### src/rtl/hockey_pkg.sv
// Shared game codes, glyph constants and the game-state payload used by
// the air-hockey controller and its display back-end.
package hockey_pkg;

  localparam int unsigned MODE_W  = 4;
  localparam int unsigned COORD_W = 3;
  localparam int unsigned SCORE_W = 2;
  localparam int unsigned SEG_W   = 7;

  localparam logic [MODE_W-1:0] MODE_IDLE      = 4'd0;
  localparam logic [MODE_W-1:0] MODE_DISPLAY   = 4'd1;
  localparam logic [MODE_W-1:0] MODE_HIT_A     = 4'd2;
  localparam logic [MODE_W-1:0] MODE_HIT_B     = 4'd3;
  localparam logic [MODE_W-1:0] MODE_SEND_A    = 4'd4;
  localparam logic [MODE_W-1:0] MODE_SEND_B    = 4'd5;
  localparam logic [MODE_W-1:0] MODE_RESP_A    = 4'd6;
  localparam logic [MODE_W-1:0] MODE_RESP_B    = 4'd7;
  localparam logic [MODE_W-1:0] MODE_GOAL_A    = 4'd8;
  localparam logic [MODE_W-1:0] MODE_GOAL_B    = 4'd9;
  localparam logic [MODE_W-1:0] MODE_GAME_OVER = 4'd10;

  // Active-low segment patterns, bit order {g,f,e,d,c,b,a}
  localparam logic [SEG_W-1:0] GLYPH_0     = 7'h40;
  localparam logic [SEG_W-1:0] GLYPH_1     = 7'h79;
  localparam logic [SEG_W-1:0] GLYPH_2     = 7'h24;
  localparam logic [SEG_W-1:0] GLYPH_3     = 7'h30;
  localparam logic [SEG_W-1:0] GLYPH_A     = 7'h08;
  localparam logic [SEG_W-1:0] GLYPH_B     = 7'h03;
  localparam logic [SEG_W-1:0] GLYPH_DASH  = 7'h3F;
  localparam logic [SEG_W-1:0] GLYPH_BLANK = 7'h7F;
  localparam logic [SEG_W-1:0] PUCK_D      = 7'h77;
  localparam logic [SEG_W-1:0] PUCK_C      = 7'h7B;
  localparam logic [SEG_W-1:0] PUCK_G      = 7'h3F;
  localparam logic [SEG_W-1:0] PUCK_B      = 7'h7D;
  localparam logic [SEG_W-1:0] PUCK_A      = 7'h7E;

  typedef struct packed {
    logic [MODE_W-1:0]  mode;
    logic [COORD_W-1:0] x;
    logic [COORD_W-1:0] y;
    logic [SCORE_W-1:0] score_a;
    logic [SCORE_W-1:0] score_b;
  } game_t;

  function automatic logic is_play(input logic [MODE_W-1:0] m);
    return m inside {MODE_HIT_A, MODE_HIT_B, MODE_SEND_A, MODE_SEND_B,
                     MODE_RESP_A, MODE_RESP_B};
  endfunction

  function automatic logic is_score(input logic [MODE_W-1:0] m);
    return m inside {MODE_DISPLAY, MODE_GOAL_A, MODE_GOAL_B, MODE_GAME_OVER};
  endfunction

  function automatic logic is_goal(input logic [MODE_W-1:0] m);
    return (m == MODE_GOAL_A) || (m == MODE_GOAL_B);
  endfunction

  function automatic logic [SEG_W-1:0] score_glyph(input logic [SCORE_W-1:0] s);
    logic [SEG_W-1:0] g;
    case (s)
      2'd0:    g = GLYPH_0;
      2'd1:    g = GLYPH_1;
      2'd2:    g = GLYPH_2;
      default: g = GLYPH_3;
    endcase
    return g;
  endfunction

  function automatic logic [SEG_W-1:0] puck_glyph(input logic [COORD_W-1:0] y);
    logic [SEG_W-1:0] g;
    case (y)
      3'd0:    g = PUCK_D;
      3'd1:    g = PUCK_C;
      3'd2:    g = PUCK_G;
      3'd3:    g = PUCK_B;
      3'd4:    g = PUCK_A;
      default: g = GLYPH_BLANK;
    endcase
    return g;
  endfunction

endpackage

### src/rtl/hockey_glyph.sv
// Combinational segment decoder: picks the glyph for one digit slot from
// the committed game state and the blink phase.
module hockey_glyph
  import hockey_pkg::*;
(
  input  logic [2:0]       digit_i,
  input  game_t            game_i,
  input  logic             blink_off_i,
  output logic [SEG_W-1:0] seg_c_o
);

  always_comb begin
    seg_c_o = GLYPH_BLANK;
    if (blink_off_i && is_goal(game_i.mode)) begin
      seg_c_o = GLYPH_BLANK;
    end else if (game_i.mode == MODE_IDLE) begin
      seg_c_o = GLYPH_DASH;
    end else if (is_play(game_i.mode)) begin
      if (digit_i == game_i.x) seg_c_o = puck_glyph(game_i.y);
    end else if (is_score(game_i.mode)) begin
      case (digit_i)
        3'd7:       seg_c_o = GLYPH_A;
        3'd6:       seg_c_o = score_glyph(game_i.score_a);
        3'd4, 3'd3: seg_c_o = GLYPH_DASH;
        3'd1:       seg_c_o = score_glyph(game_i.score_b);
        3'd0:       seg_c_o = GLYPH_B;
        default:    seg_c_o = GLYPH_BLANK;
      endcase
    end
  end

endmodule

### src/rtl/hockey_display.sv
// Air-hockey display back-end: double-buffered game state, 8-digit scan,
// blink timing and registered LED/segment drive.
module hockey_display
  import hockey_pkg::*;
#(
  parameter int unsigned SCAN_DIV  = 16,
  parameter int unsigned BLINK_DIV = 64
) (
  input  logic               clk,
  input  logic               rst,
  input  logic               update,
  input  logic [COORD_W-1:0] x_coord,
  input  logic [COORD_W-1:0] y_coord,
  input  logic [SCORE_W-1:0] score_a,
  input  logic [SCORE_W-1:0] score_b,
  input  logic [MODE_W-1:0]  mode,
  output logic [7:0]         an,
  output logic [SEG_W-1:0]   seg,
  output logic               led_a,
  output logic               led_b,
  output logic [4:0]         ledx,
  output logic               frame_done
);

  localparam int unsigned SCAN_W  = (SCAN_DIV  > 1) ? $clog2(SCAN_DIV)  : 1;
  localparam int unsigned BLINK_W = (BLINK_DIV > 1) ? $clog2(BLINK_DIV) : 1;

  logic [SCAN_W-1:0]  scan_q, scan_d;
  logic [2:0]         digit_q, digit_d;
  logic [BLINK_W-1:0] blink_cnt_q, blink_cnt_d;
  logic               blink_off_q, blink_off_d;
  game_t              pend_q, pend_d;
  game_t              act_q, act_d;

  logic [7:0]         an_q, an_d;
  logic [SEG_W-1:0]   seg_q, seg_d;
  logic               led_a_q, led_a_d;
  logic               led_b_q, led_b_d;
  logic [4:0]         ledx_q, ledx_d;
  logic               frame_done_q, frame_done_d;

  logic               scan_wrap_c, boundary_c, blink_wrap_c, goal_off_c;
  logic [SEG_W-1:0]   glyph_c;

  hockey_glyph u_glyph (
    .digit_i     (digit_q),
    .game_i      (act_q),
    .blink_off_i (blink_off_q),
    .seg_c_o     (glyph_c)
  );

  always_ff @(posedge clk or posedge rst) begin
    if (rst) begin
      scan_q       <= '0;
      digit_q      <= '0;
      blink_cnt_q  <= '0;
      blink_off_q  <= 1'b0;
      pend_q       <= '0;
      act_q        <= '0;
      an_q         <= 8'hFF;
      seg_q        <= GLYPH_BLANK;
      led_a_q      <= 1'b0;
      led_b_q      <= 1'b0;
      ledx_q       <= '0;
      frame_done_q <= 1'b0;
    end else begin
      scan_q       <= scan_d;
      digit_q      <= digit_d;
      blink_cnt_q  <= blink_cnt_d;
      blink_off_q  <= blink_off_d;
      pend_q       <= pend_d;
      act_q        <= act_d;
      an_q         <= an_d;
      seg_q        <= seg_d;
      led_a_q      <= led_a_d;
      led_b_q      <= led_b_d;
      ledx_q       <= ledx_d;
      frame_done_q <= frame_done_d;
    end
  end

  // Scan, buffering and blink timing; commit only on the digit 7 -> 0 wrap
  always_comb begin
    scan_wrap_c  = (scan_q == SCAN_W'(SCAN_DIV - 1));
    boundary_c   = scan_wrap_c && (digit_q == 3'd7);
    blink_wrap_c = (blink_cnt_q == BLINK_W'(BLINK_DIV - 1));

    scan_d  = scan_wrap_c ? '0 : scan_q + SCAN_W'(1);
    digit_d = scan_wrap_c ? digit_q + 3'd1 : digit_q;

    pend_d = pend_q;
    if (update) begin
      pend_d.mode    = mode;
      pend_d.x       = x_coord;
      pend_d.y       = y_coord;
      pend_d.score_a = score_a;
      pend_d.score_b = score_b;
    end
    act_d = boundary_c ? pend_q : act_q;

    blink_cnt_d = blink_wrap_c ? '0 : blink_cnt_q + BLINK_W'(1);
    blink_off_d = blink_wrap_c ? ~blink_off_q : blink_off_q;
    if (boundary_c && (pend_q.mode != act_q.mode)) begin
      blink_cnt_d = '0;
      blink_off_d = 1'b0;
    end
  end

  // Output drive from the current digit slot and committed state
  always_comb begin
    goal_off_c   = blink_off_q && is_goal(act_q.mode);
    an_d         = goal_off_c ? 8'hFF : ~(8'd1 << digit_q);
    seg_d        = glyph_c;
    frame_done_d = boundary_c;
    ledx_d       = '0;
    led_a_d      = 1'b0;
    led_b_d      = 1'b0;

    if (is_play(act_q.mode) && (act_q.y <= 3'd4)) ledx_d = 5'd1 << act_q.y;

    case (act_q.mode)
      MODE_HIT_A, MODE_RESP_A: led_a_d = 1'b1;
      MODE_HIT_B, MODE_RESP_B: led_b_d = 1'b1;
      MODE_GOAL_A:             led_a_d = ~blink_off_q;
      MODE_GOAL_B:             led_b_d = ~blink_off_q;
      MODE_GAME_OVER: begin
        led_a_d = (act_q.score_a >= act_q.score_b);
        led_b_d = (act_q.score_b >= act_q.score_a);
      end
      default: ;
    endcase
  end

  assign an         = an_q;
  assign seg        = seg_q;
  assign led_a      = led_a_q;
  assign led_b      = led_b_q;
  assign ledx       = ledx_q;
  assign frame_done = frame_done_q;

endmodule

### config.mk
export PLATFORM = sky130hd
export DESIGN_NAME = hockey_display
export DESIGN_NICKNAME = d
export VERILOG_FILES = /design/src/rtl/hockey_pkg.sv /design/src/rtl/hockey_glyph.sv /design/src/rtl/hockey_display.sv
export SDC_FILE = /design/constraint.sdc
export NUM_CORES = 1
export LEC_CHECK = 0
export ABC_CLOCK_PERIOD_IN_PS = 2600
export CORE_MARGIN = 4
export CORE_UTILIZATION = 54
export DETAILED_ROUTE_END_ITERATION = 10
export HOLD_SLACK_MARGIN = 0.05
export PLACE_DENSITY_LB_ADDON = 0.15
export SYNTH_ARGS = -nofsm -noshare
export SYNTH_HDL_FRONTEND = slang
export SYNTH_SLANG_ARGS = --single-unit
export TNS_END_PERCENT = 100
### constraint.sdc
create_clock -name clk -period 2.6 [get_ports clk]
set_input_delay 0.65 -clock clk [delete_from_list [all_inputs] [get_ports clk]]
set_output_delay 0.65 -clock clk [all_outputs]
set_load 0.02 [all_outputs]
==> qor.csv, run 1 <==
metric,value,unit
Antenna diodes,0,
Slew @ Worst Pin,0.589,ns
Critical Setup Path Class,flip-flop to primary output,
worst vdd ir,0.380,mV
die area,0.00662,sq mm
Routed WL,5250,um
H-Tree Level Count,3,
Clock Root Buffer,clkbuf_8,
"commonest non-fill, non-tap cell in the layout",nand2_1,
CP max stage cell,clkdlybuf4s50_1,
die height,81.4,um
Die X,81.4,um
Starting Density,56.2,%
Setup crit end kind,primary output,
Critical Path AT,1.45,ns
cell family with most CP delay,buffers and inverters,
first-pass GRT wire length,8730,um
Fmax,477,MHz
power per cell area,559,mW/mm^2
Lkg Pwr,0.00157,uW
RSZ-0062 raised after global routing,false,
"commonest cells after routing, fill and taps aside","52 x nand2_1, 50 x dfrtp_1, 39 x clkdlybuf4s50_1, 16 x nor2_1",
Synth warnings,0,
hpwl dp,3760,um
Via density,5.29,
area occupied by multi-input gates,0.00116,sq mm
"Seq/Total Area, Yosys",56.6,%
crit path max fanout,1,
clk_lat worst skew,0.34,ns
fill cell count,409,
Final setup viols,0,
fin crit period,2.10,ns
CTS Buf Count,9,
max cap viols,0,
wire per inst,13.7,um
area delta synth->final,23.0,%
register area,0.00165,sq mm
ratio of cells with drive above 1 in the final layout,17.6,%
CP bufs+invs,1,
# rows,26,
clk sink count,65,
CTS Hold Bufs,0,
drt first pass iters,4,
Worst path max stage delay,0.59,ns
HP Class,flip-flop to flip-flop,
CTS max path bufs,2,
fin crit share,80.6,%
largest net degree at the start of global routing,66,
DRC,0,
All-Layer GR Usage,18.0,%
DRT iter0 DRCs,150,
"CTS clk-pin slew, worst paths",0.07,ns
I/O Pins,40,
Max-Slew Margin vs Limit,60.6,%
"Cell Area, Synth",0.00291,sq mm
status,completed,
Max Slew Vio Count,0,
"EDFF count, synth",0,
routability cong.,0.879,
Post-DRT Antenna Nets,0,
CP cell instances,clkdlybuf4s50_1,
Critical Path Start Type,flip-flop,
nets,335,
setup TNS,0,ns
reg2reg setup slack,0.56,ns
initial antenna violation count,0,
"Req. time, crit path",1.95,ns
Resize count post-CTS,0,
Finished Layout Cells,383,
PortBufs,39,
cell count after synthesis,265,
Overflow after GRT,0,
dominant synthesized flop cell,dfrtp_1,
Avg Inst Size Synth,11.0,sq um
vias,2025,
Final Hold Fails,0,
core region area,0.00517,sq mm
Yosys reg bits,65,
CTS tree,yes,
vias in the first global route,1924,
Synthesized Nets,292,
dpl cells,367,
Synth cell types,50,
clk_skew,0.00865,ns
Post-synth ARST share,100,%
postcts setup bufs,0,
## Yosys cell counts (2+ instances only)
| cell | instances | share of area (%) |
|---|---|---|
| a211o_1 | 2 | 0.60 |
| o21ai_0 | 8 | 1.4 |
| buf_4 | 2 | 0.52 |
| nor2_1 | 16 | 2.1 |
| nand2b_1 | 4 | 0.86 |
| o22a_1 | 3 | 0.90 |
| nor2b_1 | 2 | 0.43 |
| nand3_1 | 10 | 1.7 |
| a21oi_1 | 4 | 0.69 |
| nor3_1 | 2 | 0.34 |
| ha_1 | 10 | 4.3 |
| nand4b_1 | 2 | 0.60 |
| o21ai_1 | 2 | 0.34 |
| xnor2_1 | 8 | 2.4 |
| clkbuf_1 | 2 | 0.26 |
| mux2_2 | 15 | 5.8 |
| dfstp_2 | 15 | 14 |
| nand2_1 | 52 | 6.7 |
| nand3b_1 | 3 | 0.77 |
| nand4_1 | 3 | 0.65 |
| dfrtp_1 | 50 | 43 |
| xor2_1 | 6 | 1.8 |
| buf_2 | 6 | 1.0 |
| inv_1 | 12 | 1.5 |
## final timing paths
check / startpoint / end / depth (start not counted)
setup / recovery: seg[0] / seg[0] / 1
hold / removal: pend_q[6] / act_q[6] / 2
setup reg to reg: digit_q[1] / blink_cnt_q[3] / 6
hold reg to reg: pend_q[6] / act_q[6] / 2
max in group asynchronous: rst / an[2] / 3
min in group asynchronous: rst / blink_cnt_q[5] / 3
## registers in the layout, summed over array words and instances (netlist names)
register / cells
ledx: 5
scan_q: 4
frame_done: 1
seg: 7
act_q: 14
led_a: 1
digit_q: 3
blink_off_q: 1
blink_cnt_q: 6
led_b: 1
an: 8
pend_q: 14
## cell type report
| class | count | area share (%) |
|---|---|---|
| clock buffer | 14 | 4.83 |
| clock inverter | 2 | 0.980 |
| inverter | 13 | 1.37 |
| multi-input combinational | 177 | 32.4 |
| sequential | 65 | 46.0 |
| tap | 70 | 2.45 |
| timing repair buffer | 42 | 11.9 |
## per-stage QoR
stage               setup slack, ns  utilization, %  hold WS (ns)  power, uW  area, sq um
floorplan                     0.348               -         0.432       1110         2910
global placement              0.581            65.1         0.447       1150         3370
detailed placement            0.526            65.1         0.452       1150         3370
CTS                           0.483            69.1         0.467       2020         3570
global route                  0.371            69.1         0.505       2080         3570
finish                        0.504            69.1         0.466       2000         3570
## routing by layer
| layer | GRT usage, % | wire, um | vias up |
|---|---|---|---|
| li1 | - | - | 982 |
| met1 | 21.9 | 2270 | 965 |
| met2 | 28.2 | 2490 | 66 |
| met3 | 4.99 | 335 | 12 |
| met4 | 11.3 | 146 | 0 |
| met5 | 0 | 0 | - |
## worst reg2reg max path, cell delays in order (launching register included)
cell,delay [ns]
dfrtp_1,0.49
ha_1,0.23
ha_1,0.34
nand4_1,0.27
a41oi_2,0.34
nand2b_1,0.20
nor2_1,0.07
## logic make-up after synthesis
logic type	share of synthesized area [%]
adder cells (fa/ha/maj)	4.30
multiplexers	5.81
XOR/XNOR	4.22
flip-flops	56.6
buffers and inverters	3.49
AND/OR/NAND/NOR	17.1
AO/OA/AOI/OAI	8.48
## power breakdown
| group | switching (uW) | internal (uW) | total [uW] | leakage, uW |
|---|---|---|---|---|
| logic | 32.0 | 47.5 | 79.5 | 0.000665 |
| clock network | 349 | 521 | 870 | 0.000107 |
| registers | 14.1 | 1030 | 1050 | 0.000795 |
| total | 395 | 1600 | 2000 | 0.00157 |
(Power assumes the default switching activity.)
==> run 2: changes to the inputs <==
- ABC_CLOCK_PERIOD_IN_PS: 2600 -> 1720
- CORE_UTILIZATION: 54 -> 49
- clock period: 2.6 -> 1.72 ns (I/O delays scaled with it)
==> run 2 against run 1 <==
Cell count grew 6.5%. Non-clock buffer count grew 23. Setup slack lost 0.55 ns. Clock-buffer cell count shrank 3. Total power grew 44%. The run now ends with setup timing left. Highest routed layer unchanged. Clock power grew 33%. Sequential power grew 50%.
==> qor.csv, run 2 (synthesized netlist as in run 1, its figures left out) <==
metric,value,unit,change
Antenna diodes,0,,unchanged
first-pass GRT wire length,10000,um,+15%
Starting Density,51.5,%,-4.7 points
status,"complete, but fails checks",,
area delta synth->final,31.4,%,
"CTS clk-pin slew, worst paths",0.07,ns,about the same
M2 GR Usage,26.1,%,-2.1 points
Final setup viols,4,,+4
failing checks,setup timing,,
"Req. time, crit path",1.98,ns,+0.03 ns
die height,85.0,um,+4.5%
Overflow after GRT,0,,unchanged
max cap viols,0,,unchanged
Routed WL,5740,um,+9.4%
core region area,0.00564,sq mm,+9.1%
Slew @ Worst Pin,0.403,ns,-0.186 ns
DRT iter0 DRCs,117,,-22%
Finished Layout Cells,408,,+6.5%
die area,0.00723,sq mm,+9.2%
clk sink count,65,,unchanged
Clock Root Buffer,clkbuf_8,,
Die X,85.0,um,+4.5%
M1 GR Usage,23.7,%,+1.8 points
Critical Setup Path Class,flip-flop to flip-flop,,
initial antenna violation count,0,,unchanged
dpl cells,389,,+6.0%
largest net degree at the start of global routing,66,,unchanged
CTS max path bufs,2,,unchanged
area occupied by multi-input gates,0.00124,sq mm,+7.0%
Critical Path Start Type,flip-flop,,
hpwl dp,4020,um,+7.0%
vias,2156,,+6.5%
wire per inst,14.1,um,+2.7%
fin crit share,102,%,
met3 Usage GRT,5.05,%,+0.060 points
register area,0.00165,sq mm,about the same
DRC,0,,unchanged
RSZ-0062 raised after global routing,true,,
# rows,27,,+3.8%
"commonest non-fill, non-tap cell in the layout",nand2_1,,
clk_lat worst skew,0.34,ns,about the same
power per cell area,752,mW/mm^2,+35%
worst hold margin,0.465,ns,-0.00150 ns
All-Layer GR Usage,17.2,%,-0.80 points
Fmax,568,MHz,
CTS tree,yes,,
crit path max fanout,6,,+5
CTS Buf Count,9,,unchanged
Max Slew Vio Count,0,,unchanged
PortBufs,39,,unchanged
Post-DRT Antenna Nets,0,,unchanged
nets,358,,+6.9%
clk_skew,0.0117,ns,+0.00302 ns
Via density,5.28,,about the same
drt first pass iters,4,,unchanged
worst vdd ir,0.578,mV,+52%
Lkg Pwr,0.00178,uW,+14%
ratio of cells with drive above 1 in the final layout,28.6,%,+11 points
I/O Pins,40,,unchanged
Final Hold Fails,0,,unchanged
Critical Path AT,2.02,ns,+0.57 ns
Overall Power,2870,uW,+44%
fill cell count,455,,+11%
fin crit period,1.76,ns,
Top Usage Layer GRT,met2,,
H-Tree Level Count,3,,unchanged
"commonest cells after routing, fill and taps aside","51 x nand2_1, 49 x dfrtp_1, 24 x buf_4, 16 x clkdlybuf4s50_1, 16 x dlygate4sd2_1",,
Max-Slew Margin vs Limit,73.0,%,+12 points
final core utilization,67.7,%,-1.4 points
routability cong.,0.878,,about the same
Setup crit end kind,flip-flop,,
HP Class,flip-flop to flip-flop,,
setup ws final,-0.0419,ns,-0.546 ns
vias in the first global route,2144,,+11%
==> run 2: cell count changes in the layout (fill, tap and decap cells not counted), moves of 5 or more <==
cell,delta
clkdlybuf4s50_1,-23
buf_4,+22
dlygate4sd2_1,+16
dlymetal6s2s_1,+7
ha_1,-5
==> run 2: repair_timing <==
action                                  CTS  global route
endpoints found under the setup margin   19            29
resized for setup                        18            25
setup buffers                             2             1
hold buffers                              0             0
pin swaps                                 0             8
==> run 2: power breakdown <==
part | internal (uW) | switching [uW] | leakage, uW
registers | 1560 | 20.4 | 0.000795
logic | 76.5 | 51.1 | 0.000894
clock network | 593 | 567 | 0.0000911
total | 2230 | 639 | 0.00178
==> run 2: path summary, 6_finish.rpt <==
path                                  from   endpoint  slack (ns)  cells after the start
worst min register to register   pend_q[4]   act_q[4]        0.46                      2
max in group asynchronous              rst     seg[6]        0.86                      3
worst min-delay path             pend_q[4]   act_q[4]        0.46                      2
min in group asynchronous              rst  act_q[12]        0.54                      3
worst max register to register  digit_q[0]     seg[3]       -0.04                      6
worst max-delay path            digit_q[0]     seg[3]       -0.04                      6
==> run 2: stage by stage <==
step / area (sq um) / setup TNS (ns) / worst slack, ns
global placement: 3540 / 0 / 0.0471
global route: 3820 / -0.520 / -0.120
detailed placement: 3540 / -0.0272 / -0.0272
floorplan: 2920 / 0 / 0.0114
finish: 3820 / -0.121 / -0.0419
CTS: 3720 / 0 / 0.00303
==> run 2: final cells by class <==
type | count | share of cell area, %
Tap cell | 72 | 2.36
Multi-Input combinational cell | 177 | 32.5
Inverter | 13 | 1.38
Clock buffer | 11 | 3.96
Sequential cell | 65 | 43.1
Timing Repair Buffer | 65 | 15.9
Clock inverter | 5 | 0.786
==> run 2: per-layer routing <==
metal  up-vias  wire, um
met2        65      2680
met1      1045      2580
li1       1032         -
met4         0        99
met5         -         0
met3        14       379
==> run 2: worst max-delay path: stages, from the launching register on <==
cell and delay, ns:
dfrtp_1 0.43, buf_4 0.16, ha_1 0.29, nand3b_1 0.16, o21ai_0 0.08, or2_1 0.23, o32a_1 0.34
==> run 3: changes to the inputs <==
- CORE_UTILIZATION: 49 -> 34
==> run 3 against run 2 <==
The run still ends with setup timing left. Maximum frequency grew 0.84%. Non-clock buffer count rose by 7. Largest cell class unchanged. Register-to-register slack is essentially flat. Critical path type unchanged. Global-route usage shrank 4.2 points. Setup slack better by 0.015 ns. Routed wire length up 4.8%. Highest routed layer unchanged. Combinational power about the same.
==> qor.csv, run 3 (synthesized netlist as in run 1, its figures left out) <==
metric,value,unit,change
status,"complete, but fails checks",,
failing checks,setup timing,,
nets,365,,+2.0%
reg2reg setup slack,-0.03,ns,about the same
vias,2109,,-2.2%
Slew @ Worst Pin,0.414,ns,+0.0111 ns
die area,0.0101,sq mm,+40%
clk_skew,0.00925,ns,-0.00241 ns
largest net degree at the start of global routing,66,,unchanged
initial antenna violation count,0,,unchanged
crit path max fanout,5,,-1
core region area,0.00826,sq mm,+46%
# rows,33,,+22%
cell family with most CP delay,compound AO/OA/AOI/OAI gates,,
PortBufs,39,,unchanged
clk sink count,65,,unchanged
CTS Buf Count,9,,unchanged
Clock Root Buffer,clkbuf_8,,
vias in the first global route,2116,,-1.3%
Critical Setup Path Class,flip-flop to flip-flop,,
Die X,100,um,+18%
area delta synth->final,36.9,%,
Antenna diodes,0,,unchanged
H-Tree Level Count,3,,unchanged
"commonest non-fill, non-tap cell in the layout",nand2_1,,
CP most frequent cell,ha_4,,
fin crit period,1.75,ns,-0.0146 ns
I/O Pins,40,,unchanged
Final setup viols,3,,-1
max cap viols,0,,unchanged
Fmax,572,MHz,+0.84%
fin crit share,102,%,-0.85 points
RSZ-0062 raised after global routing,true,,
Routed WL,6020,um,+4.8%
Critical Path Start Type,flip-flop,,
Setup crit end kind,flip-flop,,
Worst path max stage delay,0.47,ns,+0.04 ns
fill cell count,798,,+75%
HP Class,flip-flop to flip-flop,,
CTS tree,yes,,
Finished Layout Cells,448,,+9.8%
Post-DRT Antenna Nets,0,,unchanged
Critical Path AT,2.00,ns,-0.02 ns
setup ws final,-0.0273,ns,+0.0146 ns
ratio of cells with drive above 1 in the final layout,29.2,%,+0.58 points
Starting Density,35.2,%,-16 points
worst vdd ir,0.352,mV,-39%
first-pass GRT wire length,10300,um,+2.3%
CP bufs+invs,0,,-1
routability cong.,0.782,,-11%
Lkg Pwr,0.00184,uW,+3.6%
Placement Setup Slack,-0.0746,ns,-0.0474 ns
CTS max path bufs,2,,unchanged
worst hold margin,0.468,ns,+0.00322 ns
dpl cells,425,,+9.3%
Via density,4.71,,-11%
CP cell instances,"ha_4, ha_4, nor2_2, nand3b_1, a211o_1, o32a_1",,
DRT iter0 DRCs,69,,-41%
"commonest cells after routing, fill and taps aside","52 x nand2_1, 49 x dfrtp_1, 31 x buf_4, 16 x clkdlybuf4s50_1, 16 x dlygate4sd2_1",,
Max Slew Vio Count,0,,unchanged
drt first pass iters,4,,unchanged
All-Layer GR Usage,13.0,%,-4.2 points
hpwl dp,4310,um,+7.2%
final core utilization,48.2,%,-20 points
clk_lat worst skew,0.34,ns,about the same
CP max stage cell,dfrtp_2,,
power per cell area,816,mW/mm^2,+8.5%
Overflow after GRT,0,,unchanged
wire per inst,13.4,um,-4.5%
CTS Hold Bufs,0,,unchanged
Max-Slew Margin vs Limit,72.3,%,-0.74 points
die height,100,um,+18%
"Req. time, crit path",1.98,ns,about the same
Final Hold Fails,0,,unchanged
DRC,0,,unchanged
"CTS clk-pin slew, worst paths",0.07,ns,about the same
setup TNS,-0.0414,ns,+0.0799 ns
run 3: repair_timing:
item                                    CTS  global route
buffers inserted                          6             1
pin swaps                                10             4
gates resized for setup                  32            14
endpoints found under the setup margin   21            20
run 3: report_power, final:
group	switching, uW	internal (uW)	total, uW
registers	21.7	1560	1580
clock network	570	964	1530
logic	51.6	76.5	128
run 3: area by class of cell:
cell class / count / area, sq um / area share (%)
clock buffers: 11 / 131 / 3.30
clock inverters: 5 / 104 / 2.61
inverters: 13 / 57.6 / 1.45
multi-input cells: 177 / 1250 / 31.4
flip-flops and latches: 65 / 1650 / 41.4
well taps: 105 / 131 / 3.30
repair buffers: 72 / 661 / 16.6
run 3: metal layers:
metal | GRT usage [%] | vias to the layer above | part of all wire, %
met1 | 17.6 | 1016 | 49
met2 | 19.6 | 39 | 45
li1 | - | 1044 | -
met5 | 0 | - | 0
met4 | 6.63 | 0 | 1.7
met3 | 2.91 | 10 | 4.2
run 3: worst reg2reg max path, stage by stage, from the launching register on:
cell      delay (ns)
dfrtp_2         0.47
ha_4            0.20
ha_4            0.16
nor2_2          0.08
nand3b_1        0.14
a211o_1         0.34
o32a_1          0.30
run 3: metrics by stage:
| step | total power, uW | instance area [sq um] |
|---|---|---|
| after floorplan | 1680 | 2920 |
| after global placement | 1740 | 3600 |
| after detailed placement | 1750 | 3600 |
| after CTS | 3300 | 3940 |
| after global routing | 3380 | 3980 |
| final | 3250 | 3980 |
run 3: final timing paths:
check / from / to / depth (start not counted)
min: blink_cnt_q[0] / blink_cnt_q[0] / 1
min reg2reg: blink_cnt_q[0] / blink_cnt_q[0] / 1
max: digit_q[1] / seg[3] / 6
min in group asynchronous: rst / scan_q[0] / 3
max in group asynchronous: rst / seg[6] / 3
max reg2reg: digit_q[1] / seg[3] / 6
